### config.mk
export PLATFORM = sky130hd
export DESIGN_NAME = bcd_conversion_sequencer_flat
export DESIGN_NICKNAME = d
export VERILOG_FILES = /design/src/rtl/bcd_conversion_sequencer_pkg.sv /design/src/rtl/bcd_conversion_sequencer_if.sv /design/src/rtl/bcd_conversion_sequencer_dabble_step.sv /design/src/rtl/bcd_conversion_sequencer.sv /design/src/flat_wrapper.sv
export SDC_FILE = /design/constraint.sdc
export NUM_CORES = 1
export LEC_CHECK = 0
export BUFFER_PORTS_ARGS = -buffer_cell sky130_fd_sc_hd__buf_2
export CORE_ASPECT_RATIO = 1.4
export CORE_MARGIN = 2
export CORE_UTILIZATION = 40
export CTS_BUF_LIST = sky130_fd_sc_hd__clkbuf_8
export CTS_CLUSTER_SIZE = 16
export DETAILED_ROUTE_END_ITERATION = 12
export PLACE_DENSITY = 0.63
export SLEW_MARGIN = 30
export SYNTH_ARGS = -nofsm -noshare
export SYNTH_HDL_FRONTEND = slang
export SYNTH_SLANG_ARGS = --single-unit
### constraint.sdc
create_clock -name clock -period 1.65 [get_ports clock]
set_input_delay 0.33 -clock clock [delete_from_list [all_inputs] [get_ports clock]]
set_output_delay 0.33 -clock clock [all_outputs]
set_load 0.01 [all_outputs]
### src/rtl/bcd_conversion_sequencer_pkg.sv
// rtl/bcd_conversion_sequencer_pkg.sv - shared types, defaults and arbitration helper
package bcd_conversion_sequencer_pkg;

    localparam int BCD_WIDTH_DEFAULT  = 32;
    localparam int BCD_DIGITS_DEFAULT = 8;

    typedef enum logic [1:0] {
        ST_IDLE  = 2'd0,
        ST_SHIFT = 2'd1,
        ST_DONE  = 2'd2
    } state_e;

    // Lone requester wins; on a tie the holder of the priority token wins.
    function automatic logic pick_winner(input logic [1:0] req, input logic pri);
        return req[1] & (~req[0] | pri);
    endfunction

endpackage

### src/rtl/bcd_conversion_sequencer_if.sv
// rtl/bcd_conversion_sequencer_if.sv - request/result bundle between clients and the converter
interface bcd_conversion_sequencer_if
    import bcd_conversion_sequencer_pkg::*;
#(
    parameter int WIDTH  = BCD_WIDTH_DEFAULT,
    parameter int DIGITS = BCD_DIGITS_DEFAULT
) ();

    logic [1:0]          req;
    logic [WIDTH-1:0]    bin0;
    logic [WIDTH-1:0]    bin1;
    logic [1:0]          grant;
    logic                busy;
    logic                done;
    logic                done_id;
    logic [4*DIGITS-1:0] bcd;
    logic                overflow;

    modport master (
        output req, bin0, bin1,
        input  grant, busy, done, done_id, bcd, overflow
    );

    modport slave (
        input  req, bin0, bin1,
        output grant, busy, done, done_id, bcd, overflow
    );

endinterface

### src/rtl/bcd_conversion_sequencer_dabble_step.sv
// rtl/bcd_conversion_sequencer_dabble_step.sv - one combinational add-3 then shift-left step
module bcd_conversion_sequencer_dabble_step #(
    parameter int DIGITS = 8
) (
    input  logic [4*DIGITS-1:0] digits_i,
    input  logic                shift_in_i,
    output logic [4*DIGITS-1:0] digits_o,
    output logic                shift_out_o
);

    logic [4*DIGITS-1:0] adj;

    for (genvar k = 0; k < DIGITS; k++) begin : g_digit
        logic [3:0] d;
        assign d = digits_i[4*k +: 4];
        assign adj[4*k +: 4] = (d >= 4'd5) ? d + 4'd3 : d;
    end

    assign digits_o    = {adj[4*DIGITS-2:0], shift_in_i};
    assign shift_out_o = adj[4*DIGITS-1];

endmodule

### src/rtl/bcd_conversion_sequencer.sv
// rtl/bcd_conversion_sequencer.sv - two-client round-robin sequencer around a serial double-dabble engine
module bcd_conversion_sequencer
    import bcd_conversion_sequencer_pkg::*;
#(
    parameter int WIDTH  = BCD_WIDTH_DEFAULT,
    parameter int DIGITS = BCD_DIGITS_DEFAULT
) (
    input  logic                          clock,
    input  logic                          reset_n,
    bcd_conversion_sequencer_if.slave     bus
);

    localparam int CW = $clog2(WIDTH);
    localparam int BW = 4 * DIGITS;
    localparam logic [CW-1:0] CNT_LOAD = CW'(WIDTH - 1);

    state_e           state_q, state_d;
    logic             pri_q, pri_d;
    logic             win_q, win_d;
    logic [CW-1:0]    cnt_q, cnt_d;
    logic [WIDTH-1:0] opnd_q, opnd_d;
    logic [BW-1:0]    work_q, work_d;
    logic             ovf_work_q, ovf_work_d;
    logic [BW-1:0]    bcd_q, bcd_d;
    logic             ovf_q, ovf_d;
    logic [1:0]       grant_q, grant_d;

    logic [BW-1:0]    step_digits;
    logic             step_out;
    logic             win_pick;

    bcd_conversion_sequencer_dabble_step #(.DIGITS(DIGITS)) u_step (
        .digits_i    (work_q),
        .shift_in_i  (opnd_q[WIDTH-1]),
        .digits_o    (step_digits),
        .shift_out_o (step_out)
    );

    always_comb begin
        state_d    = state_q;
        pri_d      = pri_q;
        win_d      = win_q;
        cnt_d      = cnt_q;
        opnd_d     = opnd_q;
        work_d     = work_q;
        ovf_work_d = ovf_work_q;
        bcd_d      = bcd_q;
        ovf_d      = ovf_q;
        grant_d    = grant_q;
        win_pick   = pick_winner(bus.req, pri_q);

        case (state_q)
            ST_IDLE: begin
                if (|bus.req) begin
                    win_d      = win_pick;
                    opnd_d     = win_pick ? bus.bin1 : bus.bin0;
                    work_d     = '0;
                    ovf_work_d = 1'b0;
                    cnt_d      = CNT_LOAD;
                    grant_d    = win_pick ? 2'b10 : 2'b01;
                    state_d    = ST_SHIFT;
                end
            end
            ST_SHIFT: begin
                work_d     = step_digits;
                opnd_d     = {opnd_q[WIDTH-2:0], 1'b0};
                ovf_work_d = ovf_work_q | step_out;
                if (cnt_q == '0) begin
                    // Publish on the final step so the result lands with DONE entry.
                    bcd_d   = step_digits;
                    ovf_d   = ovf_work_q | step_out;
                    state_d = ST_DONE;
                end else begin
                    cnt_d = cnt_q - 1'b1;
                end
            end
            ST_DONE: begin
                pri_d   = ~win_q;
                grant_d = 2'b00;
                state_d = ST_IDLE;
            end
            default: begin
                state_d = ST_IDLE;
                grant_d = 2'b00;
            end
        endcase
    end

    // Priority token starts with requester 0 and is handed to the loser after each service.
    always_ff @(posedge clock or negedge reset_n) begin
        if (!reset_n) begin
            state_q    <= ST_IDLE;
            pri_q      <= 1'b0;
            win_q      <= 1'b0;
            cnt_q      <= '0;
            opnd_q     <= '0;
            work_q     <= '0;
            ovf_work_q <= 1'b0;
            bcd_q      <= '0;
            ovf_q      <= 1'b0;
            grant_q    <= 2'b00;
        end else begin
            state_q    <= state_d;
            pri_q      <= pri_d;
            win_q      <= win_d;
            cnt_q      <= cnt_d;
            opnd_q     <= opnd_d;
            work_q     <= work_d;
            ovf_work_q <= ovf_work_d;
            bcd_q      <= bcd_d;
            ovf_q      <= ovf_d;
            grant_q    <= grant_d;
        end
    end

    assign bus.grant    = grant_q;
    assign bus.busy     = (state_q != ST_IDLE);
    assign bus.done     = (state_q == ST_DONE);
    assign bus.done_id  = win_q;
    assign bus.bcd      = bcd_q;
    assign bus.overflow = ovf_q;

endmodule

### src/flat_wrapper.sv
// flat-port wrapper written by rule: the top's interface ports become plain ports
module bcd_conversion_sequencer_flat import bcd_conversion_sequencer_pkg::*;
#(
    parameter int WIDTH  = BCD_WIDTH_DEFAULT,
    parameter int DIGITS = BCD_DIGITS_DEFAULT
)
  (clock, reset_n, bus_req, bus_bin0, bus_bin1, bus_grant, bus_busy, bus_done, bus_done_id, bus_bcd, bus_overflow);
  bcd_conversion_sequencer_if #(.WIDTH(WIDTH), .DIGITS(DIGITS)) bus_i ();
  input  logic clock;
  input  logic reset_n;
  input wire logic [$bits(bus_i.req)-1:0] bus_req;
  input wire logic [$bits(bus_i.bin0)-1:0] bus_bin0;
  input wire logic [$bits(bus_i.bin1)-1:0] bus_bin1;
  output wire logic [$bits(bus_i.grant)-1:0] bus_grant;
  output wire logic [$bits(bus_i.busy)-1:0] bus_busy;
  output wire logic [$bits(bus_i.done)-1:0] bus_done;
  output wire logic [$bits(bus_i.done_id)-1:0] bus_done_id;
  output wire logic [$bits(bus_i.bcd)-1:0] bus_bcd;
  output wire logic [$bits(bus_i.overflow)-1:0] bus_overflow;
  assign bus_i.req = bus_req;
  assign bus_i.bin0 = bus_bin0;
  assign bus_i.bin1 = bus_bin1;
  assign bus_grant = bus_i.grant;
  assign bus_busy = bus_i.busy;
  assign bus_done = bus_i.done;
  assign bus_done_id = bus_i.done_id;
  assign bus_bcd = bus_i.bcd;
  assign bus_overflow = bus_i.overflow;
  bcd_conversion_sequencer #(.WIDTH(WIDTH), .DIGITS(DIGITS)) u_core (.clock(clock), .reset_n(reset_n), .bus(bus_i));
endmodule
* Yosys cells after proc, flatten, opt, wreduce, memory -nomap -nowiden *
Index checks and enable logic that the tools add are counted.

storage, ports and cells
  register bits after elaboration = 109
  input port bits = 68
  output and inout bits = 38
  logic and storage cells = 73

operators by class
  add/sub/neg operators = 9
  magnitude comparators = 8
  equality and inequality tests = 5
  mux-type cells = 24
  bitwise logic cells = 6
  reductions and logical operators = 11

operators with widths
  operator               count
  $pmux W32 S2           2
  $mux W32               3
  $add A4 B2 Y4 const B  8
  $ge A4 B3 Y1 const B   8
  $mux W4                8
  $mux W5                2
  $pmux W5 S2            1
  $reduce_and A2 Y1      5
  $mux W2                4
  $pmux W2 S2            2
  $logic_not A5 Y1       1
  $sub A5 B1 Y5 const B  1
  $ne A2 B1 Y1 const B   2
  $reduce_bool A2 Y1     2
  $not A1 Y1             3
  $reduce_and A3 Y1      1
  $eq A2 B1 Y1 const B   1
  $eq A2 B2 Y1 const B   1
  $logic_not A2 Y1       1
  $ne A2 B2 Y1 const B   1
  $or A1 B1 Y1           2
  $pmux W1 S2            1
  $reduce_or A2 Y1       1
  $and A1 B1 Y1          1
  $mux W1                1

* Depth between registers and ports, before layout *
Gate-level depths: netlist (run 1).

  depth in word-level cells = 6
  gate-level depth with buffers = 8
  depth with buffers taken out = 7

* Cells and area by module *
Synthesis (run 1) repeated with hierarchy kept, for this count alone.

unflattened totals
  cell total of the unflattened synthesis = 499
  area, all modules = 5624.1 sq um

modules (own cells, without submodules)
  module                                instances  cells an instance  area an instance (sq um)  sequential area each (sq um)
  bcd_conversion_sequencer              1          370                4805.9                    2727.6
  bcd_conversion_sequencer_dabble_step  1          129                818.3                     0.0

* Worst setup path before layout (run 1) *
No wires, ideal clock.

  path kind = register to register
  from = reg u_core.cnt_q[0]
  to = reg u_core.bcd_q[22], in the netlist u_core.bus.bcd[22]
  setup time = 0.125 ns
  data arrival time = 1.545 ns
  data required time = 1.525 ns
  path slack = -0.020 ns
  stages on the path, launching flop included = 8
  path buffers = 1
  clock period less this slack = 1.670 ns
  cell sequence = dfrtp_1 inv_1 ha_1 nor4b_4 nand2_4 inv_6 buf_12 mux2_4

between the ends
  cells in the longest elaborated chain, start to end = 2

RTL lines
  what                                RTL line                         source
  start, declared                     bcd_conversion_sequencer.sv:20   logic [CW-1:0] cnt_q, cnt_d;
  start signal, assigned              bcd_conversion_sequencer.sv:106  cnt_q <= cnt_d;
  $logic_not A5 Y1                    bcd_conversion_sequencer.sv:68   if (cnt_q == '0) begin
  $reduce_and A2 Y1 (no source line)  n/a
  end signal, assigned                bcd_conversion_sequencer.sv:99   bcd_q <= '0;
  end signal, assigned                bcd_conversion_sequencer.sv:110  bcd_q <= bcd_d;
  end, declared                       bcd_conversion_sequencer.sv:24   logic [BW-1:0] bcd_q, bcd_d;

No other way between the ends.
A chain may end at the register's enable or synchronous reset.

* Worst setup path after layout (run 1) *
  from = reg u_core.cnt_q[0]
  to = reg u_core.bcd_q[13], in the netlist u_core.bus.bcd[13]

Same word-level chain as after synthesis.

==> results of run 1 <==
[layout make-up]
cell class	instances	area (µm²)	area share
timing repair buffer	139	860	0.131
sequential	109	2730	0.415
clock inverter	3	67.6	0.0103
clock buffer	12	165	0.0251
tap	178	223	0.0339
inverter	22	95.1	0.0145
multi-input combinational	341	2430	0.369
timing repair inverter	1	8.76	0.00133
[power breakdown]
part | leakage [nW] | total [mW] | switching [mW] | internal [mW]
Clock | 0.115 | 1.84 | 0.867 | 0.972
Combinational | 1.61 | 5.76 | 2.87 | 2.89
Sequential | 1.36 | 4.90 | 1.00 | 3.90
Total | 3.08 | 12.5 | 4.74 | 7.76
[metrics by stage]
| stage | instance area (µm²) | TNS [ps] | hold slack (ps) | util |
|---|---|---|---|---|
| final | 6570 | 0 | 198 | 0.508 |
| after global routing | 6570 | -124 | 187 | 0.508 |
| after CTS | 6420 | 0 | 181 | 0.497 |
| after detailed placement | 6160 | 0 | 292 | 0.476 |
| after global placement | 6160 | 0 | 292 | 0.476 |
| after floorplan | 5330 | -41.2 | 34.4 | - |
[routing by layer]
metal / up-vias / global-route usage / share of wire
met4: 0 / 0.0676 / 0.015
met2: 104 / 0.306 / 0.52
met1: 2097 / 0.219 / 0.43
met5: - / 0 / 0
met3: 13 / 0.0269 / 0.039
li1: 2068 / - / -
[worst max-delay path, cell delays in order, from the launching register on]
cell	delay (ps)
sky130_fd_sc_hd__dfrtp_1	400
sky130_fd_sc_hd__inv_1	60
sky130_fd_sc_hd__ha_2	170
sky130_fd_sc_hd__nor4b_4	270
sky130_fd_sc_hd__nand2_4	150
sky130_fd_sc_hd__clkinv_8	110
sky130_fd_sc_hd__mux2_2	330
[worst max-delay path by stage]
stage,start,to,slack [ps]
5_1_grt,u_core.work_q[16],u_core.bus.bcd[18],-50
3_5_place_dp,u_core.cnt_q[1],u_core.bus.bcd[14],2
4_1_cts,u_core.work_q[28],u_core.bus.bcd[30],2
6_report,u_core.cnt_q[0],u_core.bus.bcd[13],50
2_1_floorplan,u_core.cnt_q[0],u_core.bus.bcd[22],-6
3_3_place_gp,u_core.cnt_q[1],u_core.bus.bcd[17],50
[state kept, by name, indices dropped and copies added (netlist names), 2 cells and up]
register	count
u_core.bus.bcd	32
u_core.opnd_q	32
u_core.work_q	32
u_core.cnt_q	5
u_core.bus.grant	2
u_core.state_q	2
[cells in the final DEF (no fill, tap or decap), types with 9 or more instances in the layout]
cell type,Yosys,routed
sky130_fd_sc_hd__ha_1,17,16
sky130_fd_sc_hd__buf_2,18,104
sky130_fd_sc_hd__a31oi_1,19,19
sky130_fd_sc_hd__dfrtp_1,109,108
sky130_fd_sc_hd__mux2_4,7,10
sky130_fd_sc_hd__o21ai_0,24,24
sky130_fd_sc_hd__mux2i_1,22,18
sky130_fd_sc_hd__nor3b_1,16,16
sky130_fd_sc_hd__buf_4,2,26
sky130_fd_sc_hd__o31ai_1,9,9
sky130_fd_sc_hd__a21oi_1,30,22
sky130_fd_sc_hd__a22o_1,13,13
sky130_fd_sc_hd__a22oi_1,14,14
sky130_fd_sc_hd__inv_1,20,20
sky130_fd_sc_hd__nand2b_1,10,10
sky130_fd_sc_hd__nand2_1,62,62
sky130_fd_sc_hd__clkbuf_8,0,12
sky130_fd_sc_hd__o22ai_1,28,28
sky130_fd_sc_hd__o21ai_1,21,21
[what timing repair did]
action	4_1_cts	5_1_grt
setup buffers	2	5
setup endpoints to repair	8	55
hold buffers	1	0
hold endpoints to repair	27	0
gates cloned	0	1
gates resized for setup	4	24
pin swaps	0	1
[cells by family after synthesis]
| logic type | count (synthesis) |
|---|---|
| xor+xnor | 8 |
| flops | 109 |
| buf+inv | 52 |
| compound gates | 174 |
| mux | 35 |
| fa+ha+maj | 17 |
| simple gates | 107 |
==> results.py, run 1 <==
metrics = {
    "routing": {
        "postRouteWirelength_mm": 12.3,
        "firstDrtPassIters": 4,
        "drt-vias-per-instance": 5.32,
        "detailed_router_s_first_iteration_violation_count": 131,
        "remaining_drc_errors": 0,
        "wl_per_cell_um": 15.2,
        "drtAntennaViolNets": 0,
        "total_via_count_in_the_routed_design": 4282,
    },
    "synthesis": {
        "syn-instance-count": 502,
        "synth.top_cells.by_area": "sky130_fd_sc_hd__dfrtp_1 (51%), sky130_fd_sc_hd__nand2_1 (4.4%), sky130_fd_sc_hd__mux2i_1 (4.1%)",
        "synth_fp_nets": 587,
        "largest_family_of_logic_cells_by_synthesized_area": "compound AO/OA/AOI/OAI gates",
        "asyncSetResetFlopFracSynth": 1.00,
        "synth-xor-area-share": 0.0132,
        "muxShareOfSynthArea": 0.0738,
        "post-synth-top-area-fraction": 0.512,
        "netlist.top_cell.by_area": "sky130_fd_sc_hd__dfrtp_1",
        "synth_area_um2": 5320,
        "postSynthRegisterBits": 109,
        "yosysMostFrequentCell": "sky130_fd_sc_hd__dfrtp_1",
        "synth.yosys.warnings": 0,
        "yosys_most_used_dff": "sky130_fd_sc_hd__dfrtp_1",
        "ys_top_cells_by_count": "sky130_fd_sc_hd__dfrtp_1 (109), sky130_fd_sc_hd__nand2_1 (62), sky130_fd_sc_hd__a21oi_1 (30)",
        "adder_and_majority_gate_portion_of_the_synthesized_area": 0.0400,
        "seq_area_frac_synth": 0.512,
        "ys_types": 42,
        "synth-compound-area-share": 0.208,
        "yosys.area_share.simple": 0.102,
        "post_synth_edffs": 0,
        "avgSynthCellArea_um2": 10.6,
    },
    "min_path": {
        "hold_class": "primary input to register",
        "timing.hold.worst.start": "bus_bin0[1]",
        "worstHoldPathCells": 3,
        "hold-path-endpoint": "u_core.opnd_q[1]",
    },
    "timing": {
        "post-route-worst-setup-slack_ps": 45.4,
        "rsz_0062_raised_after_global_routing": "yes",
        "maximum_frequency_from_static_timing_analysis_ghz": 0.623,
        "hold_violations": 0,
        "timing.max_slew.rel_slack": 0.667,
        "finalCriticalPeriod_ps": 1600,
        "setup_violations": 0,
        "slew_at_the_pin_closest_to_its_max_slew_limit_ps": 497,
        "skew_ps": 9.16,
        "slew_violations": 0,
        "final_min_period_over_clock_period": 0.972,
    },
    "final_layout": {
        "fill_cells": 1198,
        "layout-drive-gt1-share": 0.309,
        "final_nets": 708,
        "n_antenna_cell": 0,
        "final-instance-count-excl-fill": 805,
        "area_delta_synth_final_pct": 23.5,
    },
    "cts": {
        "htree_levels": 3,
        "clock_sink_count": 109,
        "cts_inserted_buffers": 9,
        "clk_pin_slew_worst_paths_ps": 100,
        "cts_tree": "yes",
        "clock_tree.root_cell": "sky130_fd_sc_hd__clkbuf_8",
        "clock_latency_ps": 370,
        "max-clock-path-buffers": 2,
    },
    "placement": {
        "final_weighted_congestion_of_routability_driven_global_placement": 0.755,
        "placement.setup.worst_slack_ps": 2.09,
        "hpwlAfterDp_mm": 8.57,
        "place.detailed.instances": 781,
        "i_o_buffers": 105,
    },
    "grt": {
        "grt_pass1_vias": 4273,
        "pin_count_of_the_biggest_net_entering_global_routing": 52,
        "initial_antenna_violation_count": 0,
        "grt_usage": 0.177,
        "globalRouteOverflowTotal": 0,
        "grt_first_pass_wirelength_mm": 20.2,
    },
    "setup_path": {
        "required_ps": 1910,
        "crit_path_launch_type": "register",
        "ff2ff_setup_slack_ps": 50,
        "r2r-end": "u_core.bus.bcd[13]",
        "worst_r2r_path_depth": 6,
        "reg2reg_start": "u_core.cnt_q[0]",
        "crit_type": "register to register",
        "critPathMaxFanout": 8,
        "critical_path_arrival_ps": 1860,
        "timing.critical_path.to_type": "register",
    },
    "status": {
        "run_status": "complete, no violations",
    },
    "power_and_ir_drop": {
        "total_power_mw": 12.5,
        "p_leak_nw": 3.08,
        "worst_ir_drop_vdd_uv": 589,
        "powerDensity_nw_per_um2": 1900,
    },
    "die": {
        "fp.dieArea_um2": 14300,
        "dieHeight_um": 140,
        "io-pin-count": 106,
        "std_cell_rows": 49,
        "initial_cell_density_of_the_core": 0.411,
        "chipWidth_um": 101,
        "area_inside_the_core_boundary_um2": 12900,
    },
    "run": {
        "timing.max_cap.violations": 0,
    },
}
Note: power is estimated with default switching activity, not from simulation.
==> run 2: changes to the inputs <==
--- a/config.mk
+++ b/config.mk
@@ -12,7 +12,7 @@
 export CTS_BUF_LIST = sky130_fd_sc_hd__clkbuf_8
 export CTS_CLUSTER_SIZE = 16
 export DETAILED_ROUTE_END_ITERATION = 12
-export PLACE_DENSITY = 0.63
+export PLACE_DENSITY = 0.61
 export SLEW_MARGIN = 30
 export SYNTH_ARGS = -nofsm -noshare
 export SYNTH_HDL_FRONTEND = slang
==> constraint.sdc (replaced) <==
create_clock -name clock -period 1.7 [get_ports clock]
set_input_delay 0.34 -clock clock [delete_from_list [all_inputs] [get_ports clock]]
set_output_delay 0.34 -clock clock [all_outputs]
set_load 0.01 [all_outputs]
==> results.py, run 2 (same netlist as run 1, synthesis figures left out) <==
metrics = {
    "placement": {
        "i_o_buffers": 105,
        "final_weighted_congestion_of_routability_driven_global_placement": 0.752,
        "hpwlAfterDp_mm": 8.57,
    },
    "routing": {
        "firstDrtPassIters": 6,
        "postRouteWirelength_mm": 11.9,
        "remaining_drc_errors": 0,
        "wl_per_cell_um": 14.9,
        "detailed_router_s_first_iteration_violation_count": 126,
        "drtAntennaViolNets": 0,
        "drt-vias-per-instance": 5.27,
        "total_via_count_in_the_routed_design": 4205,
    },
    "setup_path": {
        "critPathMaxFanout": 16,
        "timing.critical_path.to_type": "register",
        "required_ps": 1960,
        "critical_path_arrival_ps": 1960,
        "cpPeakStageDelay_ps": 420,
        "crit_path_launch_type": "register",
        "ff2ff_setup_slack_ps": 5,
        "timing.critical_path.cells": "inv_1, ha_2, nor4b_4, nand2_4, inv_6, mux2_2",
        "library_cell_contributing_the_largest_single_delay_on_the_critical_path": "sky130_fd_sc_hd__dfrtp_1",
        "crit_type": "register to register",
    },
    "die": {
        "dieHeight_um": 140,
        "io-pin-count": 106,
        "std_cell_rows": 49,
        "chipWidth_um": 101,
        "initial_cell_density_of_the_core": 0.411,
        "fp.dieArea_um2": 14300,
        "area_inside_the_core_boundary_um2": 12900,
    },
    "timing": {
        "hold_violations": 0,
        "timing.max_slew.rel_slack": 0.701,
        "skew_ps": 11.1,
        "slew_violations": 0,
        "rsz_0062_raised_after_global_routing": "yes",
        "finalCriticalPeriod_ps": 1700,
        "slew_at_the_pin_closest_to_its_max_slew_limit_ps": 449,
        "final_min_period_over_clock_period": 0.997,
        "setup_total_negative_slack_ps": 0,
        "worst_hold_slack_ps": 208,
        "maximum_frequency_from_static_timing_analysis_ghz": 0.590,
        "setup_violations": 0,
    },
    "grt": {
        "grt_usage": 0.176,
        "grt_pass1_vias": 4312,
        "grt_first_pass_wirelength_mm": 20.3,
        "use_met1": 0.221,
        "pin_count_of_the_biggest_net_entering_global_routing": 43,
        "initial_antenna_violation_count": 0,
        "globalRouteOverflowTotal": 0,
        "grt_util_met3": 0.0269,
        "globalRouteMet2Util": 0.303,
        "grt.busiest_layer": "met2",
    },
    "cts": {
        "htree_levels": 3,
        "clock_tree.root_cell": "sky130_fd_sc_hd__clkbuf_8",
        "clock_sink_count": 109,
        "clk_pin_slew_worst_paths_ps": 100,
        "max-clock-path-buffers": 2,
        "clock_latency_ps": 370,
        "cts_tree": "yes",
        "cts_inserted_buffers": 9,
    },
    "final_layout": {
        "layout.cells.most_common": "sky130_fd_sc_hd__dfrtp_1",
        "final_cell_mix": "sky130_fd_sc_hd__dfrtp_1 (107), sky130_fd_sc_hd__buf_2 (104), sky130_fd_sc_hd__nand2_1 (62)",
        "fill_cells": 1212,
        "area_delta_synth_final_pct": 21.2,
        "final_nets": 700,
        "n_antenna_cell": 0,
        "layout-drive-gt1-share": 0.298,
    },
    "min_path": {
        "hold_class": "primary input to register",
    },
    "power_and_ir_drop": {
        "worst_ir_drop_vdd_uv": 595,
        "powerDensity_nw_per_um2": 1800,
        "p_leak_nw": 3.02,
    },
    "run": {
        "timing.max_cap.violations": 0,
    },
    "status": {
        "run_status": "complete, no violations",
    },
}
run 2: changes by cell type in the layout (fill, tap and decap cells not counted), sizes merged:
cell	delta
buf	-7
bufinv	-1
clkbuf	-1
clkinv	+1
clkinvlp	+1
run 2: routing by layer:
metal | share of wire | up-vias
met2 | 0.51 | 107
met3 | 0.045 | 9
li1 | - | 2059
met5 | 0 | -
met1 | 0.43 | 2030
met4 | 0.012 | 0
run 2: per-stage QoR:
step,utilization,area [µm²],cells,setup slack (ps),power [mW]
CTS,0.492,6360,796,0.308,11.6
finish,0.499,6450,798,4.72,11.6
global placement,0.474,6130,778,84.1,9.74
floorplan,-,5320,502,30.1,8.35
detailed placement,0.474,6130,778,28.6,9.94
global route,0.499,6450,798,-52.2,12.7
run 2: area by class of cell:
type,count,area [µm²],area share
tap,178,223,0.0345
clock buffer,11,151,0.0235
inverter,22,87.6,0.0136
timing repair buffer,132,800,0.124
clock inverter,5,58.8,0.00912
sequential,109,2730,0.423
multi-input combinational,341,2400,0.372
run 2: what timing repair did:
item,in CTS,in global routing
endpoints found under the setup margin,2,37
gates resized for setup,3,16
hold endpoints to repair,26,0
hold buffers,1,0
buffers inserted,1,2
pin swaps,0,2
run 2: path summary, 6_finish.rpt:
path / to / cells after the start / startpoint
max: u_core.bus.bcd[13] / 6 / u_core.cnt_q[0]
min: u_core.opnd_q[9] / 3 / bus_bin0[9]
max reg2reg: u_core.bus.bcd[13] / 6 / u_core.cnt_q[0]
min reg2reg: u_core.bus.bcd[9] / 2 / u_core.bus.bcd[9]
max in group asynchronous: u_core.state_q[1] / 3 / reset_n
min in group asynchronous: u_core.bus.bcd[5] / 2 / reset_n
run 2: power by group:
group | internal [mW] | leakage, nW | switching, mW
registers | 3.78 | 1.36 | 0.948
clock network | 0.762 | 0.102 | 0.872
logic | 2.59 | 1.56 | 2.68
total | 7.13 | 3.02 | 4.50
run 2: critical path: cells and delay by family (launching register included):
kind	cells	cell delay [ps]
adders and majority gates	1	170
buffers and inverters	2	250
DFF	1	420
muxes	1	360
and+or+nand+nor	2	360
==> run 3: changes to the inputs <==
--- a/config.mk
+++ b/config.mk
@@ -6,13 +6,16 @@
 export NUM_CORES = 1
 export LEC_CHECK = 0
 export BUFFER_PORTS_ARGS = -buffer_cell sky130_fd_sc_hd__buf_2
+export CELL_PAD_IN_SITES_DETAIL_PLACEMENT = 0
+export CELL_PAD_IN_SITES_GLOBAL_PLACEMENT = 1
 export CORE_ASPECT_RATIO = 1.4
 export CORE_MARGIN = 2
 export CORE_UTILIZATION = 40
 export CTS_BUF_LIST = sky130_fd_sc_hd__clkbuf_8
 export CTS_CLUSTER_SIZE = 16
 export DETAILED_ROUTE_END_ITERATION = 12
-export PLACE_DENSITY = 0.61
+export PLACE_DENSITY = 0.75
+export REMOVE_ABC_BUFFERS = 1
 export SLEW_MARGIN = 30
 export SYNTH_ARGS = -nofsm -noshare
 export SYNTH_HDL_FRONTEND = slang
==> results.py, run 3 (same netlist as run 1, synthesis figures left out) <==
metrics = {
    "status": {
        "run_status": "complete, no violations",
    },
    "grt": {
        "grt_usage": 0.181,
        "pin_count_of_the_biggest_net_entering_global_routing": 39,
        "grt_first_pass_wirelength_mm": 20.5,
        "globalRouteOverflowTotal": 0,
        "initial_antenna_violation_count": 0,
        "grt_pass1_vias": 4163,
    },
    "final_layout": {
        "layout-drive-gt1-share": 0.311,
        "multi_input_area_um2": 2430,
        "area_delta_synth_final_pct": 22.5,
        "seq_area_um2": 2730,
        "final-instance-count-excl-fill": 798,
        "final_nets": 700,
        "final_cell_mix": "sky130_fd_sc_hd__dfrtp_1 (107), sky130_fd_sc_hd__buf_2 (104), sky130_fd_sc_hd__nand2_1 (62)",
        "n_antenna_cell": 0,
        "layout.cells.most_common": "sky130_fd_sc_hd__dfrtp_1",
        "fill_cells": 1213,
    },
    "timing": {
        "slew_violations": 0,
        "worst_hold_slack_ps": 208,
        "skew_ps": 8.57,
        "hold_violations": 0,
        "setup_total_negative_slack_ps": 0,
        "setup_violations": 0,
        "timing.max_slew.rel_slack": 0.678,
        "maximum_frequency_from_static_timing_analysis_ghz": 0.600,
        "final_min_period_over_clock_period": 0.980,
        "finalCriticalPeriod_ps": 1670,
        "rsz_0062_raised_after_global_routing": "yes",
        "slew_at_the_pin_closest_to_its_max_slew_limit_ps": 483,
    },
    "setup_path": {
        "crit_type": "register to register",
        "library_cell_contributing_the_largest_single_delay_on_the_critical_path": "sky130_fd_sc_hd__dfrtp_1",
        "crit_path_start": "u_core.cnt_q[1]",
        "required_ps": 1970,
        "reg2reg_start": "u_core.cnt_q[1]",
        "crit_path_launch_type": "register",
        "critPathMaxFanout": 8,
        "r2r-end": "u_core.bus.bcd[17]",
        "endpoint": "u_core.bus.bcd[17]",
        "timing.critical_path.to_type": "register",
        "cpPeakStageDelay_ps": 400,
        "ff2ff_setup_slack_ps": 30,
        "critical_path_arrival_ps": 1930,
        "worst_r2r_path_depth": 6,
        "timing.critical_path.cells": "inv_1, ha_2, nor4b_4, nand2_4, clkinv_8, mux2_2",
    },
    "power_and_ir_drop": {
        "p_leak_nw": 3.04,
        "powerDensity_nw_per_um2": 1810,
        "worst_ir_drop_vdd_uv": 547,
    },
    "routing": {
        "drtAntennaViolNets": 0,
        "firstDrtPassIters": 4,
        "total_via_count_in_the_routed_design": 4165,
        "drt-vias-per-instance": 5.22,
        "remaining_drc_errors": 0,
        "postRouteWirelength_mm": 12.5,
        "detailed_router_s_first_iteration_violation_count": 157,
        "wl_per_cell_um": 15.6,
    },
    "cts": {
        "max-clock-path-buffers": 2,
        "cts_inserted_buffers": 9,
        "cts_tree": "yes",
        "clock_tree.root_cell": "sky130_fd_sc_hd__clkbuf_8",
        "htree_levels": 3,
        "clock_sink_count": 109,
        "clk_pin_slew_worst_paths_ps": 100,
        "clock_latency_ps": 370,
    },
    "die": {
        "initial_cell_density_of_the_core": 0.411,
        "chipWidth_um": 101,
        "dieHeight_um": 140,
        "fp.dieArea_um2": 14300,
        "io-pin-count": 106,
        "std_cell_rows": 49,
        "area_inside_the_core_boundary_um2": 12900,
    },
    "run": {
        "timing.max_cap.violations": 0,
    },
    "placement": {
        "hpwlAfterDp_mm": 8.76,
        "i_o_buffers": 105,
        "place.detailed.instances": 775,
        "final_weighted_congestion_of_routability_driven_global_placement": 0.780,
    },
    "min_path": {
        "hold_class": "primary input to register",
    },
}
[run 3: what timing repair did]
action | CTS | global route
setup endpoints to repair | 8 | 51
pin swaps | 0 | 1
setup buffers | 2 | 3
gates resized for setup | 4 | 33
cloned | 0 | 1
hold buffers | 1 | 0
hold endpoints to repair | 31 | 0
[run 3: worst min-delay path by stage]
stage                 startpoint                  to  cells after the start
finish              bus_bin0[11]   u_core.opnd_q[11]                      3
floorplan                reset_n   u_core.bus.bcd[0]                      0
global placement         reset_n  u_core.bus.bcd[12]                      1
detailed placement       reset_n  u_core.bus.bcd[12]                      1
CTS                 bus_bin0[11]   u_core.opnd_q[11]                      3
global route        bus_bin1[10]   u_core.opnd_q[10]                      3
[run 3: critical path: cells and delay by family (launching register included)]
family,cells,cell delay (ps)
buffers and inverters,2,190
AND/OR/NAND/NOR,2,480
adder cells (fa/ha/maj),1,170
multiplexers,1,330
flip-flops,1,400
[run 3: per-stage QoR]
step | util | power (mW) | cell area (µm²) | setup slack (ps)
2_1_floorplan | - | 8.24 | 5140 | -1420
3_3_place_gp | 0.474 | 9.70 | 6130 | 67.5
3_5_place_dp | 0.474 | 9.96 | 6130 | -18.1
4_1_cts | 0.492 | 11.6 | 6370 | -6.08
5_1_grt | 0.504 | 12.8 | 6520 | -35.2
6_report | 0.504 | 11.8 | 6520 | 34.0
[run 3: cell type report]
cell class,count,area share
sequential,109,0.419
multi-input combinational,341,0.372
timing repair buffer,131,0.127
tap,178,0.0342
clock buffer,11,0.0232
inverter,22,0.0146
clock inverter,5,0.00787
timing repair inverter,1,0.00173
[run 3: report_power, final]
part	internal (mW)	leakage, nW	total, mW	switching (mW)
Clock	0.753	0.112	1.62	0.869
Combinational	2.70	1.57	5.45	2.75
Sequential	3.78	1.36	4.73	0.952
[run 3: metal layers]
layer  part of all wire  wire (µm)  global-route usage  up-vias
met5                  0          0                   0        -
met3              0.047        588              0.0230        8
met1               0.44       5550               0.236     1991
li1                   -          -                   -     2055
met2               0.50       6210               0.304      111
met4             0.0099        124              0.0704        0
